[src/rtl/mem_access_unit_pkg.sv]
// Shared control encodings for the multicycle datapath: controller states,
// MIPS load/store opcodes and memory-access FSM states.
package mem_access_unit_pkg;

    localparam logic [3:0] STATE_FETCH  = 4'd0;
    localparam logic [3:0] STATE_DECODE = 4'd1;
    localparam logic [3:0] STATE_MEMADR = 4'd2;
    localparam logic [3:0] STATE_MEMRD  = 4'd3;
    localparam logic [3:0] STATE_MEMWB  = 4'd4;
    localparam logic [3:0] STATE_MEMWR  = 4'd5;

    localparam logic [5:0] OP_LB  = 6'h20;
    localparam logic [5:0] OP_LH  = 6'h21;
    localparam logic [5:0] OP_LW  = 6'h23;
    localparam logic [5:0] OP_LBU = 6'h24;
    localparam logic [5:0] OP_LHU = 6'h25;
    localparam logic [5:0] OP_SB  = 6'h28;
    localparam logic [5:0] OP_SH  = 6'h29;
    localparam logic [5:0] OP_SW  = 6'h2B;

    typedef enum logic [1:0] {
        MAU_IDLE = 2'd0,
        MAU_REQ  = 2'd1,
        MAU_DONE = 2'd2,
        MAU_ERR  = 2'd3
    } mau_state_e;

    function automatic logic is_load(input logic [5:0] op);
        return op inside {OP_LB, OP_LBU, OP_LH, OP_LHU, OP_LW};
    endfunction

    function automatic logic is_store(input logic [5:0] op);
        return op inside {OP_SB, OP_SH, OP_SW};
    endfunction

    function automatic logic misaligned(input logic [5:0] op, input logic [1:0] lo);
        logic bad;
        bad = 1'b0;
        if (op inside {OP_LH, OP_LHU, OP_SH}) bad = lo[0];
        if (op inside {OP_LW, OP_SW})         bad = (lo != 2'b00);
        return bad;
    endfunction

endpackage

[src/rtl/ls_lane_align.sv]
// Byte-lane steering for loads and stores: byte enables, store replication
// and load extraction with sign/zero extension.
module ls_lane_align
    import mem_access_unit_pkg::*;
(
    input  logic [5:0]  op_i,
    input  logic [1:0]  addr_lo_i,
    input  logic [31:0] wdata_i,
    input  logic [31:0] rdata_word_i,
    output logic [3:0]  be_o,
    output logic [31:0] wdata_o,
    output logic [31:0] rdata_o
);

    logic [31:0] shifted;
    logic [15:0] half_sel;

    assign shifted  = rdata_word_i >> {addr_lo_i, 3'b000};
    assign half_sel = addr_lo_i[1] ? rdata_word_i[31:16] : rdata_word_i[15:0];

    always_comb begin
        be_o    = 4'b0000;
        wdata_o = wdata_i;
        rdata_o = rdata_word_i;
        case (op_i)
            OP_LB:  begin
                be_o    = 4'b0001 << addr_lo_i;
                rdata_o = {{24{shifted[7]}}, shifted[7:0]};
            end
            OP_LBU: begin
                be_o    = 4'b0001 << addr_lo_i;
                rdata_o = {24'h0, shifted[7:0]};
            end
            OP_LH:  begin
                be_o    = 4'b0011 << addr_lo_i;
                rdata_o = {{16{half_sel[15]}}, half_sel};
            end
            OP_LHU: begin
                be_o    = 4'b0011 << addr_lo_i;
                rdata_o = {16'h0, half_sel};
            end
            OP_LW:  be_o = 4'b1111;
            OP_SB:  begin
                be_o    = 4'b0001 << addr_lo_i;
                wdata_o = {4{wdata_i[7:0]}};
            end
            OP_SH:  begin
                be_o    = 4'b0011 << addr_lo_i;
                wdata_o = {2{wdata_i[15:0]}};
            end
            OP_SW:  be_o = 4'b1111;
            default: be_o = 4'b0000;
        endcase
    end

endmodule

[src/rtl/mem_access_unit.sv]
// MEM-phase load/store engine: launches one memory access per start pulse,
// waits for ack with a timeout, and reports done/err.
//   state | meaning
//   IDLE  | waiting for start
//   REQ   | mem_req asserted, waiting for mem_ack
//   DONE  | one-cycle done pulse, err=0
//   ERR   | one-cycle done pulse, err=1 (misaligned, illegal op, timeout)
module mem_access_unit
    import mem_access_unit_pkg::*;
#(
    parameter int TIMEOUT_CYCLES = 16
) (
    input  logic        clk,
    input  logic        rstn,
    input  logic        start,
    input  logic [5:0]  op,
    input  logic [31:0] addr,
    input  logic [31:0] wdata,
    output logic        mem_req,
    output logic        mem_we,
    output logic [31:0] mem_addr,
    output logic [3:0]  mem_be,
    output logic [31:0] mem_wdata,
    input  logic        mem_ack,
    input  logic [31:0] mem_rdata,
    output logic        busy,
    output logic        done,
    output logic        err,
    output logic [31:0] rdata
);

    localparam int CNT_W = $clog2(TIMEOUT_CYCLES + 1);
    localparam logic [CNT_W-1:0] CNT_LAST = CNT_W'(TIMEOUT_CYCLES - 1);

    mau_state_e       state_q, state_d;
    logic [CNT_W-1:0] cnt_q, cnt_d;
    logic [5:0]       op_q;
    logic [31:0]      addr_q, wdata_q, rdata_q, rdata_d;
    logic [31:0]      load_ext;
    logic             accept;

    assign accept = (state_q == MAU_IDLE) && start;

    ls_lane_align u_lane (
        .op_i         (op_q),
        .addr_lo_i    (addr_q[1:0]),
        .wdata_i      (wdata_q),
        .rdata_word_i (mem_rdata),
        .be_o         (mem_be),
        .wdata_o      (mem_wdata),
        .rdata_o      (load_ext)
    );

    always_ff @(posedge clk) begin
        if (!rstn) begin
            state_q <= MAU_IDLE;
            cnt_q   <= '0;
            rdata_q <= '0;
            op_q    <= '0;
            addr_q  <= '0;
            wdata_q <= '0;
        end else begin
            state_q <= state_d;
            cnt_q   <= cnt_d;
            rdata_q <= rdata_d;
            if (accept) begin
                op_q    <= op;
                addr_q  <= addr;
                wdata_q <= wdata;
            end
        end
    end

    always_comb begin
        state_d = state_q;
        cnt_d   = '0;
        rdata_d = rdata_q;
        case (state_q)
            MAU_IDLE: begin
                if (start) begin
                    if (!(is_load(op) || is_store(op)) || misaligned(op, addr[1:0]))
                        state_d = MAU_ERR;
                    else
                        state_d = MAU_REQ;
                end
            end
            MAU_REQ: begin
                if (mem_ack) begin
                    state_d = MAU_DONE;
                    if (is_load(op_q)) rdata_d = load_ext;
                end else if (cnt_q == CNT_LAST) begin
                    state_d = MAU_ERR;
                end else begin
                    cnt_d = cnt_q + 1'b1;
                end
            end
            MAU_DONE: state_d = MAU_IDLE;
            MAU_ERR:  state_d = MAU_IDLE;
            default:  state_d = MAU_IDLE;
        endcase
    end

    always_comb begin
        mem_req  = (state_q == MAU_REQ);
        busy     = (state_q == MAU_REQ);
        mem_we   = (state_q == MAU_REQ) && is_store(op_q);
        done     = (state_q == MAU_DONE) || (state_q == MAU_ERR);
        err      = (state_q == MAU_ERR);
        mem_addr = {addr_q[31:2], 2'b00};
        rdata    = rdata_q;
    end

endmodule

[config.mk]
export PLATFORM = sky130hd
export DESIGN_NAME = mem_access_unit
export DESIGN_NICKNAME = d
export VERILOG_FILES = /design/src/rtl/mem_access_unit_pkg.sv /design/src/rtl/ls_lane_align.sv /design/src/rtl/mem_access_unit.sv
export SDC_FILE = /design/constraint.sdc
export NUM_CORES = 1
export LEC_CHECK = 0
export CAP_MARGIN = 25
export CORE_MARGIN = 1
export CORE_UTILIZATION = 33
export CTS_BUF_LIST = sky130_fd_sc_hd__clkbuf_8
export CTS_CLUSTER_SIZE = 24
export DETAILED_ROUTE_END_ITERATION = 7
export PLACE_DENSITY = 0.75
export SYNTH_ARGS = -nofsm -noshare
export SYNTH_HDL_FRONTEND = slang
export SYNTH_SLANG_ARGS = --single-unit
[constraint.sdc]
create_clock -name clk -period 2 [get_ports clk]
set_input_delay 0.3 -clock clk [delete_from_list [all_inputs] [get_ports clk]]
set_output_delay 0.3 -clock clk [all_outputs]
set_load 0.02 [all_outputs]
After elaboration in Yosys (flattened, before gate mapping). Cells that the tools add are included.

Register bits after elaboration: 109. Output and inout port bits: 105. Logic and storage cells: 68.

$add $sub $neg: 1. Bitwise operators: 2. Shift-type cells: 3. Mux-type cells: 13. Reduce and logical (&&, ||, !) cells: 21. Equal/unequal tests: 22.

Operator list (number): $pmux 32 s4 (1); $eq 6x6->1 const B (16); $pmux 32 s2 (1); $shr 32x5->8 (1); $mux 16 (1); $pmux 4 s3 (1); $reduce_bool 5->1 (2); $reduce_bool 3->1 (3); $mux 2 (4); $pmux 2 s3 (1); $reduce_or 3->1 (2); $add 5x1->5 const B (1); $eq 5x4->1 const B (1); $eq 2x2->1 const B (2); $mux 1 (4); $reduce_bool 2->1 (2); $reduce_or 2->1 (2); $reduce_or 4->1 (1); $shl 1x2->4 const A (1); $shl 2x2->4 const A (1); $logic_or 1x1->1 (3); $ne 3x2->1 const B (1); $reduce_and 3->1 (1); $eq 2x1->1 const B (1); 6 further kinds (8).

Depth between registers and ports, before layout. Gate-level depths: netlist of run 1.

Depth in word-level cells: 10. Gate-level depth with buffers: 7. Mapped depth without buffers: 7.

Modules after synthesis. A second synthesis of run 1 with hierarchy kept.

Cell total of the unflattened synthesis: 726. Area, all modules: 5751.8 um^2.

By module, submodules not included: mem_access_unit (seq. area each 2182.1 um^2, cells each 519, area each 4279.1 um^2, times used 1); ls_lane_align (seq. area each 0.0 um^2, cells each 207, area each 1472.7 um^2, times used 1).

Worst setup path after synthesis of run 1. OpenSTA, ideal clock, no wires.

Path kind: register to output. Start: reg op_q[1]. End: out mem_be[0]. Arrival: 1.802 ns. Slack: -0.102 ns. Stages on the path, launching flop included: 6. Buffers on the path: 1. Required time: 1.700 ns. Path through: dfxtp_1 nand2b_1 nor3_2 clkbuf_1 a21oi_1 o31ai_1.

Word-level cells in the longest chain between the ends: 3. Elaborated cells on any way between the ends: 12. Classes of those cells: eq/ne: 8; mux: 1; reduce/logical: 3.

Ends and longest elaborated chain: from (decl) (line mem_access_unit.sv:37) `logic [5:0] op_q;`; from (signal assigned) (line mem_access_unit.sv:67) `op_q <= op;`; $eq 6x6->1 (line ls_lane_align.sv:25) `case (op_i)`; $reduce_or 3->1 (no line) / $reduce_or 2->1 (equally long branches); $pmux 4 s3 * (line ls_lane_align.sv:25); to (decl) (line mem_access_unit.sv:22) `output logic [3:0] mem_be,`.

Mark *: on every way between the ends. The rest lies on a longest branch, timed or not.

Worst setup path in the final report of run 1.
Start: reg op_q[1]. End: out mem_wdata[11].

Word-level cells in the longest chain between the ends: 2. Elaborated cells on any way between the ends: 3. Classes of those cells: eq/ne: 2; mux: 1.

Ends and longest elaborated chain: $eq 6x6->1 (line ls_lane_align.sv:25); $pmux 32 s2 * (line ls_lane_align.sv:25); to (decl) (line mem_access_unit.sv:23) `output logic [31:0] mem_wdata,`.

Marks and branches as above.

==> results of run 1 <==
==> power by group through the flow <==
stage	clock, mW	sequential [mW]	combinational [mW]
floorplan	0	2.38	0.633
global placement	0	2.40	1.14
detailed placement	0	2.40	1.15
CTS	1.53	2.35	1.13
global route	1.61	2.37	1.28
finish	1.47	2.36	1.19
==> state kept, by name, summed over array words and instances (netlist names) <==
register  flops
state_q       2
wdata_q      32
addr_q       32
cnt_q         5
rdata        32
op_q          6
==> metal layers <==
layer  up-vias  part of all wire  track usage
met1      2371              0.43        0.235
met4         0             0.019       0.0677
met2       184              0.47        0.309
li1       2537                 -            -
met3        19             0.082       0.0644
met5         -                 0            0
==> Yosys cell counts (7+ instances only) <==
cell / instances / share of area
a21boi_0: 76 / 0.11
clkbuf_1: 37 / 0.026
nor2_1: 17 / 0.012
a22o_1: 7 / 0.011
mux2_2: 17 / 0.036
nand2_1: 178 / 0.12
o21ai_0: 31 / 0.029
a21oi_1: 28 / 0.026
o22ai_1: 13 / 0.015
o211ai_1: 14 / 0.019
mux2i_1: 18 / 0.033
nand2b_1: 11 / 0.013
dfxtp_1: 109 / 0.40
buf_4: 41 / 0.057
==> kinds of logic (layout without fill, tap and decap cells) <==
group	after synthesis	count (layout)	synth area share
buffers and inverters	95	270	0.100
AOI/OAI and AO/OA	189	189	0.240
adders and majority gates	2	2	0.00464
xor gates and xnor gates	2	2	0.00325
and+or+nand+nor	229	229	0.178
DFF	109	109	0.405
muxes	35	35	0.0689
other	1	2	0.000696
==> placed cells by master (no fill, tap or decap), drive strengths merged, types with 3 or more instances in the layout <==
cell,synthesis,layout
mux2,17,17
nor3b,3,3
nor2,18,18
clkdlybuf4s50,0,176
o22ai,13,13
nand3,6,6
nor3,4,4
a21boi,77,77
inv,6,7
buf,52,68
o21ba,6,6
clkbuf,37,13
mux2i,18,18
a22o,7,7
o21ai,32,32
a21oi,29,29
o211ai,14,14
o31ai,4,4
nand2,178,178
a211oi,3,3
nand2b,11,11
dfxtp,109,109
==> worst max-delay path by stage <==
stage,from,endpoint,cells after the start
floorplan,op_q[1]$_SDFFE_PN0P_,mem_be[0],5
finish,op_q[1]$_SDFFE_PN0P_,mem_wdata[11],7
global placement,op_q[1]$_SDFFE_PN0P_,mem_wdata[10],7
CTS,op_q[1]$_SDFFE_PN0P_,mem_wdata[16],7
detailed placement,op_q[1]$_SDFFE_PN0P_,mem_wdata[11],7
global route,op_q[1]$_SDFFE_PN0P_,mem_wdata[12],7
==> timing repair <==
action	in CTS	in global routing
gates resized for setup	137	78
endpoints found under the setup margin	31	30
cloned	0	3
setup buffers	0	1
pin swaps	1	2
==> layout make-up <==
| cell class | count | area [um^2] |
|---|---|---|
| Clock inverter | 5 | 76.3 |
| Sequential cell | 109 | 2190 |
| Timing Repair Buffer | 249 | 2470 |
| Multi-Input combinational cell | 459 | 2840 |
| Fill cell | 1520 | 7940 |
| Clock buffer | 10 | 138 |
| Inverter | 6 | 22.5 |
| Tap cell | 216 | 270 |
==> stage by stage <==
step	setup slack, ps	instance area, um^2	setup TNS [ps]	hold WS [ps]	utilization
after floorplan	-102	5390	-359	418	-
after global placement	-113	7580	-2230	431	0.476
after detailed placement	-122	7580	-2340	455	0.476
after CTS	-152	7680	-2730	256	0.482
after global routing	-158	8010	-2370	275	0.502
final	-81.9	8010	-1050	282	0.502
==> results.sh, run 1 <==
export IMPL_dp_hpwl_um=11800
export IMPL_firstDrtPassIters=4
export IMPL_clock_sinks=109
export IMPL_cp_end_kind="output port"
export IMPL_gr_total_overflow=0
export IMPL_ys_flop_type="dfxtp_1"
export IMPL_r2r_cells=5
export IMPL_wirelength_um=16400
export IMPL_port_buffers=208
export IMPL_critPathRequiredTime_ps=1700
export IMPL_insertion_delay_ps=380
export IMPL_syn_to_final_growth_pct=48.5
export IMPL_drtAntennaViolNets=0
export IMPL_status="finished, violations left"
export IMPL_power_switching_share=0.281
export IMPL_slowest_stage="dfxtp_2"
export IMPL_critPathBufInv=3
export IMPL_placementRows=46
export IMPL_hold_path_depth=2
export IMPL_hp_start="rstn"
export IMPL_arrival_ps=1780
export IMPL_synth_area_mm2=0.00539
export IMPL_place_congestion=0.819
export IMPL_power_internal_mw=3.60
export IMPL_clkPwrFrac=0.293
export IMPL_setup_violations=17
export IMPL_rrSetupSlack_ps=50
export IMPL_track_usage=0.191
export IMPL_cap_violations=0
export IMPL_p_sw_mw=1.41
export IMPL_powerDensity_mw_per_mm2=626
export IMPL_routedWlPerCell_um=15.5
export IMPL_grt_max_degree=59
export IMPL_fin_crit_sh=1.04
export IMPL_power_mw=5.01
export IMPL_die_h_um=130
export IMPL_numCtsBuffers=9
export IMPL_ys_seq_elements=109
export IMPL_max_freq_mhz=480
export IMPL_async_flop_share=0
export IMPL_clk_pin_slew_ps=110
export IMPL_h_tree_depth=3
export IMPL_slew_violations=0
export IMPL_vias=5111
export IMPL_ys_seq_area_frac=0.405
export IMPL_synthCells=662
export IMPL_setup_slack_ps=-81.9
export IMPL_combPwrFrac=0.237
export IMPL_post_route_min_period_ps=2080
export IMPL_power_frac_seq=0.470
export IMPL_yosys_warnings=0
export IMPL_synth_cell_types=46
export IMPL_clockRootBuffer="clkbuf_8"
export IMPL_grt_pass1_vias=4780
export IMPL_instances_no_fill=1054
export IMPL_antenna_found_initial=0
export IMPL_crit_type="reg -> out"
export IMPL_ir_worst_vdd_uv=529
export IMPL_drt_iter0_drc=241
export IMPL_critPathLaunchType="flip-flop"
export IMPL_reg2reg_to="rdata[12]$_SDFFE_PN0P_"
export IMPL_finalHoldViolCount=0
export IMPL_drive_above_1_share=0.168
export IMPL_hold_buffers=0
export IMPL_slowest_delay_ps=330
export IMPL_whs_endpoint="rdata[1]$_SDFFE_PN0P_"
export IMPL_crit_fanout=8
export IMPL_drc=0
export IMPL_diodes=0
export IMPL_cts_tree="done"
export IMPL_dieArea_mm2=0.0168
export IMPL_vias_per_cell=4.85
export IMPL_fin_nets=942
export IMPL_synth_edf_count=0
export IMPL_io_pins=211
export IMPL_grt_pass1_wl_um=24800
export IMPL_rsz0062_at_grt="true"
export IMPL_fin_worst_skew_ps=12.8
export IMPL_clockBufferDepth=2
export IMPL_power_leakage_nw=3.00
export IMPL_hold_class="in -> reg"
export IMPL_failed_checks="setup timing"
export IMPL_synth_area_per_cell_um2=8.14
export IMPL_core_mm2=0.0159
export IMPL_numPlacedInstances=1035
export IMPL_path_cells="nand2b_4 > nor3_2 > buf_4 > nand3_2 > buf_6 > mux2_2 > buf_2"
export IMPL_crit_family="buffers and inverters"
export IMPL_die_x_um=130
export IMPL_start_util=0.338
export IMPL_rr_startpoint="op_q[3]$_SDFFE_PN0P_"
Note: power is estimated with default switching activity, not from simulation.
==> run 2, diff against run 1 <==
CORE_MARGIN = not set   (was 1)
RECOVER_POWER = 50   (was not set)
==> results.sh, run 2 (synthesis results as in run 1) <==
export IMPL_h_tree_depth=3
export IMPL_grt_max_degree=59
export IMPL_fin_worst_skew_ps=12.7
export IMPL_crit_type="reg -> out"
export IMPL_clock_sinks=109
export IMPL_cp_end_kind="output port"
export IMPL_finalHoldViolCount=0
export IMPL_io_pins=211
export IMPL_track_usage=0.191
export IMPL_cap_violations=0
export IMPL_power_internal_mw=3.59
export IMPL_grt_pass1_vias=4780
export IMPL_cts_tree="done"
export IMPL_drive_above_1_share=0.167
export IMPL_post_route_min_period_ps=2080
export IMPL_rsz0062_at_grt="true"
export IMPL_clk_pin_slew_ps=110
export IMPL_gr_total_overflow=0
export IMPL_wirelength_um=16300
export IMPL_final_util=0.500
export IMPL_place_congestion=0.819
export IMPL_routedWlPerCell_um=15.5
export IMPL_setup_violations=17
export IMPL_drc=0
export IMPL_numCtsBuffers=9
export IMPL_clkPwrFrac=0.294
export IMPL_status="finished, violations left"
export IMPL_max_freq_mhz=481
export IMPL_clockBufferDepth=2
export IMPL_die_x_um=130
export IMPL_final_setup_tns_ps=-1030
export IMPL_grt_pass1_wl_um=24800
export IMPL_setup_slack_ps=-80.4
export IMPL_slew_violations=0
export IMPL_failed_checks="setup timing"
export IMPL_powerDensity_mw_per_mm2=626
export IMPL_hold_class="in -> reg"
export IMPL_critPathRequiredTime_ps=1700
export IMPL_core_mm2=0.0159
export IMPL_fin_crit_sh=1.04
export IMPL_ir_worst_vdd_uv=531
export IMPL_slew_headroom=0.576
export IMPL_power_leakage_nw=3.03
export IMPL_p_sw_mw=1.40
export IMPL_crit_fanout=8
export IMPL_critPathLaunchType="flip-flop"
export IMPL_dp_hpwl_um=11800
export IMPL_diodes=0
export IMPL_insertion_delay_ps=380
export IMPL_die_h_um=130
export IMPL_dieArea_mm2=0.0168
export IMPL_clockRootBuffer="clkbuf_8"
export IMPL_drtAntennaViolNets=0
export IMPL_fin_area_mm2=0.00797
export IMPL_drt_iter0_drc=221
export IMPL_placementRows=46
export IMPL_post_dp_cell_area_mm2=0.00758
export IMPL_final_common_cell="nand2_1"
export IMPL_syn_to_final_growth_pct=47.9
export IMPL_antenna_found_initial=0
export IMPL_vias=5111
export IMPL_arrival_ps=1780
export IMPL_hold_buffers=0
export IMPL_power_frac_seq=0.472
export IMPL_start_util=0.338
export IMPL_tightest_slew_ps=636
export IMPL_fin_nets=942
export IMPL_combPwrFrac=0.234
export IMPL_port_buffers=208
export IMPL_firstDrtPassIters=4
export IMPL_power_mw=4.99
export IMPL_power_switching_share=0.281
export IMPL_vias_per_cell=4.85
export IMPL_layout_common_cells="nand2_1, clkdlybuf4s50_1, dfxtp_1, a21boi_0, buf_4"
[run 2: cell types whose count changed in the layout (fill, tap and decap cells not counted)]
cell / previous run / this run
buf_4: 33 / 32
clkdlybuf4s50_1: 176 / 161
clkbuf_1: 0 / 1
clkbuf_4: 0 / 1
dlygate4sd3_1: 0 / 15
buf_12: 6 / 4
clkbuf_2: 1 / 2
[run 2: worst paths after layout]
kind                          startpoint                     end  slack [ps]  cells after the start
hold reg to reg   addr_q[5]$_SDFFE_PN0P_  addr_q[5]$_SDFFE_PN0P_         460                      2
setup reg to reg    op_q[3]$_SDFFE_PN0P_  rdata[12]$_SDFFE_PN0P_          50                      5
setup / recovery    op_q[1]$_SDFFE_PN0P_           mem_wdata[11]         -80                      7
hold / removal                      rstn   rdata[1]$_SDFFE_PN0P_         280                      2
[run 2: stage by stage]
| stage | hold slack, ps | worst slack [ps] | cells |
|---|---|---|---|
| after CTS | 256 | -152 | 1050 |
| after detailed placement | 455 | -122 | 1035 |
| after floorplan | 418 | -102 | 663 |
| after global placement | 431 | -113 | 1035 |
| final | 282 | -80.4 | 1054 |
| after global routing | 275 | -158 | 1054 |
[run 2: worst max-delay path: stages, from the launching register on]
cell and delay, ps:
dfxtp_2 330, nand2b_4 130, nor3_2 100, buf_4 180
nand3_2 80, buf_6 150, mux2_2 270, buf_2 160
[run 2: final cells by class]
class | count | area [um^2]
fillers | 1524 | 7970
multi-input cells | 459 | 2840
repair buffers | 249 | 2440
flip-flops and latches | 109 | 2190
well taps | 216 | 270
clock buffers | 10 | 138
clock inverters | 5 | 76.3
inverters | 6 | 22.5
[run 2: metal layers]
layer | track usage | up-vias | part of all wire
li1 | - | 2542 | -
met1 | 0.235 | 2368 | 0.43
met2 | 0.309 | 183 | 0.48
met3 | 0.0644 | 18 | 0.079
met4 | 0.0677 | 0 | 0.018
met5 | 0 | - | 0
[run 2: repair_timing]
| item | CTS | global route |
|---|---|---|
| resized for setup | 137 | 78 |
| pin swaps | 1 | 2 |
| setup buffers | 0 | 1 |
| setup endpoints to repair | 31 | 30 |
| cloned | 0 | 3 |
[run 2: power groups by stage]
stage / combinational [mW] / sequential [mW] / clock [mW]
after floorplan: 0.633 / 2.38 / 0
after global placement: 1.14 / 2.40 / 0
after CTS: 1.13 / 2.35 / 1.53
final: 1.17 / 2.36 / 1.47
after global routing: 1.26 / 2.37 / 1.61
after detailed placement: 1.15 / 2.40 / 0
==> run 3, diff against run 2 <==
ABC_AREA = 1   (was not set)
PLACE_DENSITY = 0.72   (was 0.75)
clock period = 2.5 ns   (was 2 ns; I/O delays follow)
==> results.sh, run 3 <==
export IMPL_status="completed"
export IMPL_synth_area_mm2=0.00552
export IMPL_fin_worst_skew_ps=13.0
export IMPL_async_flop_share=0
export IMPL_die_h_um=131
export IMPL_power_leakage_nw=3.23
export IMPL_dp_hpwl_um=12300
export IMPL_power_mw=4.63
export IMPL_hold_class="in -> reg"
export IMPL_drt_iter0_drc=488
export IMPL_grt_max_degree=76
export IMPL_synth_area_per_cell_um2=6.80
export IMPL_layout_common_cells="nor2_1, clkdlybuf4s50_1, nand2_1, o21ai_0, dfxtp_1"
export IMPL_fill_cells=1679
export IMPL_ys_flop_type="dfxtp_1"
export IMPL_numPlacedInstances=1165
export IMPL_clockRootBuffer="clkbuf_8"
export IMPL_setup_violations=0
export IMPL_post_route_min_period_ps=2300
export IMPL_rsz0062_at_grt="false"
export IMPL_crit_family="buffers and inverters"
export IMPL_crit_type="reg -> out"
export IMPL_numCtsBuffers=9
export IMPL_cts_tree="done"
export IMPL_max_freq_mhz=434
export IMPL_track_usage=0.198
export IMPL_yosys_warnings=0
export IMPL_wirelength_um=16800
export IMPL_cp_end_kind="output port"
export IMPL_dieArea_mm2=0.0172
export IMPL_synth_most_common_cell="nor2_1"
export IMPL_pre_cts_ws_ps=114
export IMPL_synth_edf_count=0
export IMPL_synthCells=812
export IMPL_slowest_delay_ps=330
export IMPL_cts_setup_buffers=0
export IMPL_drc=0
export IMPL_ys_top_cells_by_area="dfxtp_1, nor2_1, o21ai_0"
export IMPL_final_common_cell="nor2_1"
export IMPL_h_tree_depth=3
export IMPL_vias=5601
export IMPL_ys_seq_area_frac=0.395
export IMPL_drive_above_1_share=0.0861
export IMPL_syn_to_final_growth_pct=38.4
export IMPL_fin_crit_sh=0.921
export IMPL_grt_pass1_wl_um=27400
export IMPL_clock_sinks=109
export IMPL_routedWlPerCell_um=14.3
export IMPL_gr_total_overflow=0
export IMPL_slew_headroom=0.552
export IMPL_core_mm2=0.0161
export IMPL_grt_pass1_vias=5244
export IMPL_ir_worst_vdd_uv=299
export IMPL_slowest_stage="dlygate4sd2_1"
export IMPL_arrival_ps=1930
export IMPL_finalHoldViolCount=0
export IMPL_crit_top_cell="inv_1"
export IMPL_synth_top_area_cell="dfxtp_1"
export IMPL_fin_nets=1068
export IMPL_synth_top_cell_area_share=0.395
export IMPL_insertion_delay_ps=380
export IMPL_clk_pin_slew_ps=90
export IMPL_drtAntennaViolNets=0
export IMPL_clockBufferDepth=2
export IMPL_cap_violations=0
export IMPL_powerDensity_mw_per_mm2=607
export IMPL_synthTopCellsByCount="nor2_1, nand2_1, o21ai_0"
export IMPL_antenna_found_initial=0
export IMPL_path_cells="inv_1 > nand2_2 > nor2_4 > nand2_4 > inv_8 > nand3_1 > o21ai_0 > inv_1 > nand2_1 > dlygate4sd2_1"
export IMPL_final_setup_tns_ps=0
export IMPL_instances_no_fill=1180
export IMPL_vias_per_cell=4.75
export IMPL_diodes=0
export IMPL_critPathBufInv=4
export IMPL_regArea_mm2=0.00218
export IMPL_synth_cell_types=34
export IMPL_setup_slack_ps=198
export IMPL_critPathLaunchType="flip-flop"
export IMPL_tightest_slew_ps=672
export IMPL_placementRows=46
export IMPL_crit_fanout=23
export IMPL_critPathRequiredTime_ps=2120
export IMPL_start_util=0.342
export IMPL_ys_seq_elements=109
export IMPL_die_x_um=131
export IMPL_multi_input_area_mm2=0.00265
export IMPL_slew_violations=0
export IMPL_place_congestion=0.818
export IMPL_port_buffers=208
export IMPL_io_pins=211
export IMPL_firstDrtPassIters=4
-- run 3: changes by cell type after synthesis, sizes merged, moves of 11 or more --
cell,before,now
buf,52,64
a21boi,77,0
nand2b,11,0
nand3,6,35
nand2,178,146
o22ai,13,1
nor2,18,170
clkbuf,37,25
o21ai,32,120
a21oi,29,73
mux2,17,0
inv,6,43
mux2i,18,0
-- run 3: routing by layer --
metal	track usage	up-vias	share of wire	routed length (um)
li1	-	2871	-	-
met1	0.259	2507	0.45	7500
met2	0.318	201	0.46	7770
met3	0.0421	22	0.075	1270
met4	0.0743	0	0.018	310
met5	0	-	0	0
-- run 3: worst reg2reg max path, cell delays in order, from the launching register on --
cell and delay (ps):
dfxtp_1 360, nor2_1 130, nand2_1 300, inv_1 550, clkbuf_2 490, nor2_1 80
nor2_1 100
-- run 3: layout make-up --
type / count / area share
multi-input combinational: 571 / 0.346
sequential: 109 / 0.286
timing repair buffer: 225 / 0.282
tap: 216 / 0.0354
inverter: 44 / 0.0226
clock buffer: 10 / 0.0180
clock inverter: 5 / 0.0100
-- run 3: repair_timing --
action                                  4_1_cts  5_1_grt
endpoints found under the setup margin       28       21
hold buffers                                  0        0
resized for setup                            31       41
-- run 3: stage by stage --
stage | hold WS, ps | cell area, um^2 | utilization
6_report | 386 | 7640 | 0.474
5_1_grt | 374 | 7640 | 0.474
4_1_cts | 359 | 7700 | 0.478
3_5_place_dp | 444 | 7500 | 0.466
3_3_place_gp | 434 | 7500 | 0.466
2_1_floorplan | 418 | 5520 | -
-- run 3: cells by family (layout without fill, tap and decap cells) --
family | after synthesis | in the layout | share of synthesized area
other | 1 | 2 | 0.000680
buffers and inverters | 133 | 284 | 0.127
AOI/OAI and AO/OA | 203 | 203 | 0.197
adders and majority gates | 2 | 2 | 0.00453
and+or+nand+nor | 364 | 364 | 0.275
DFF | 109 | 109 | 0.395
-- run 3: final timing paths --
check	cells after the start	slack (ps)	end	from
worst max-delay path	10	200	mem_wdata[24]	op_q[4]$_SDFFE_PN0P_
worst min register to register	1	450	cnt_q[0]$_SDFF_PP0_	cnt_q[0]$_SDFF_PP0_
worst min-delay path	3	390	addr_q[11]$_SDFFE_PN0P_	rstn
worst max register to register	6	430	wdata_q[21]$_SDFFE_PN0P_	state_q[1]$_SDFFE_PN0P_
-- run 3: power breakdown --
group / switching [mW] / internal [mW] / total, mW
clock network: 0.611 / 0.582 / 1.19
logic: 0.839 / 0.594 / 1.43
registers: 0.105 / 1.90 / 2.01
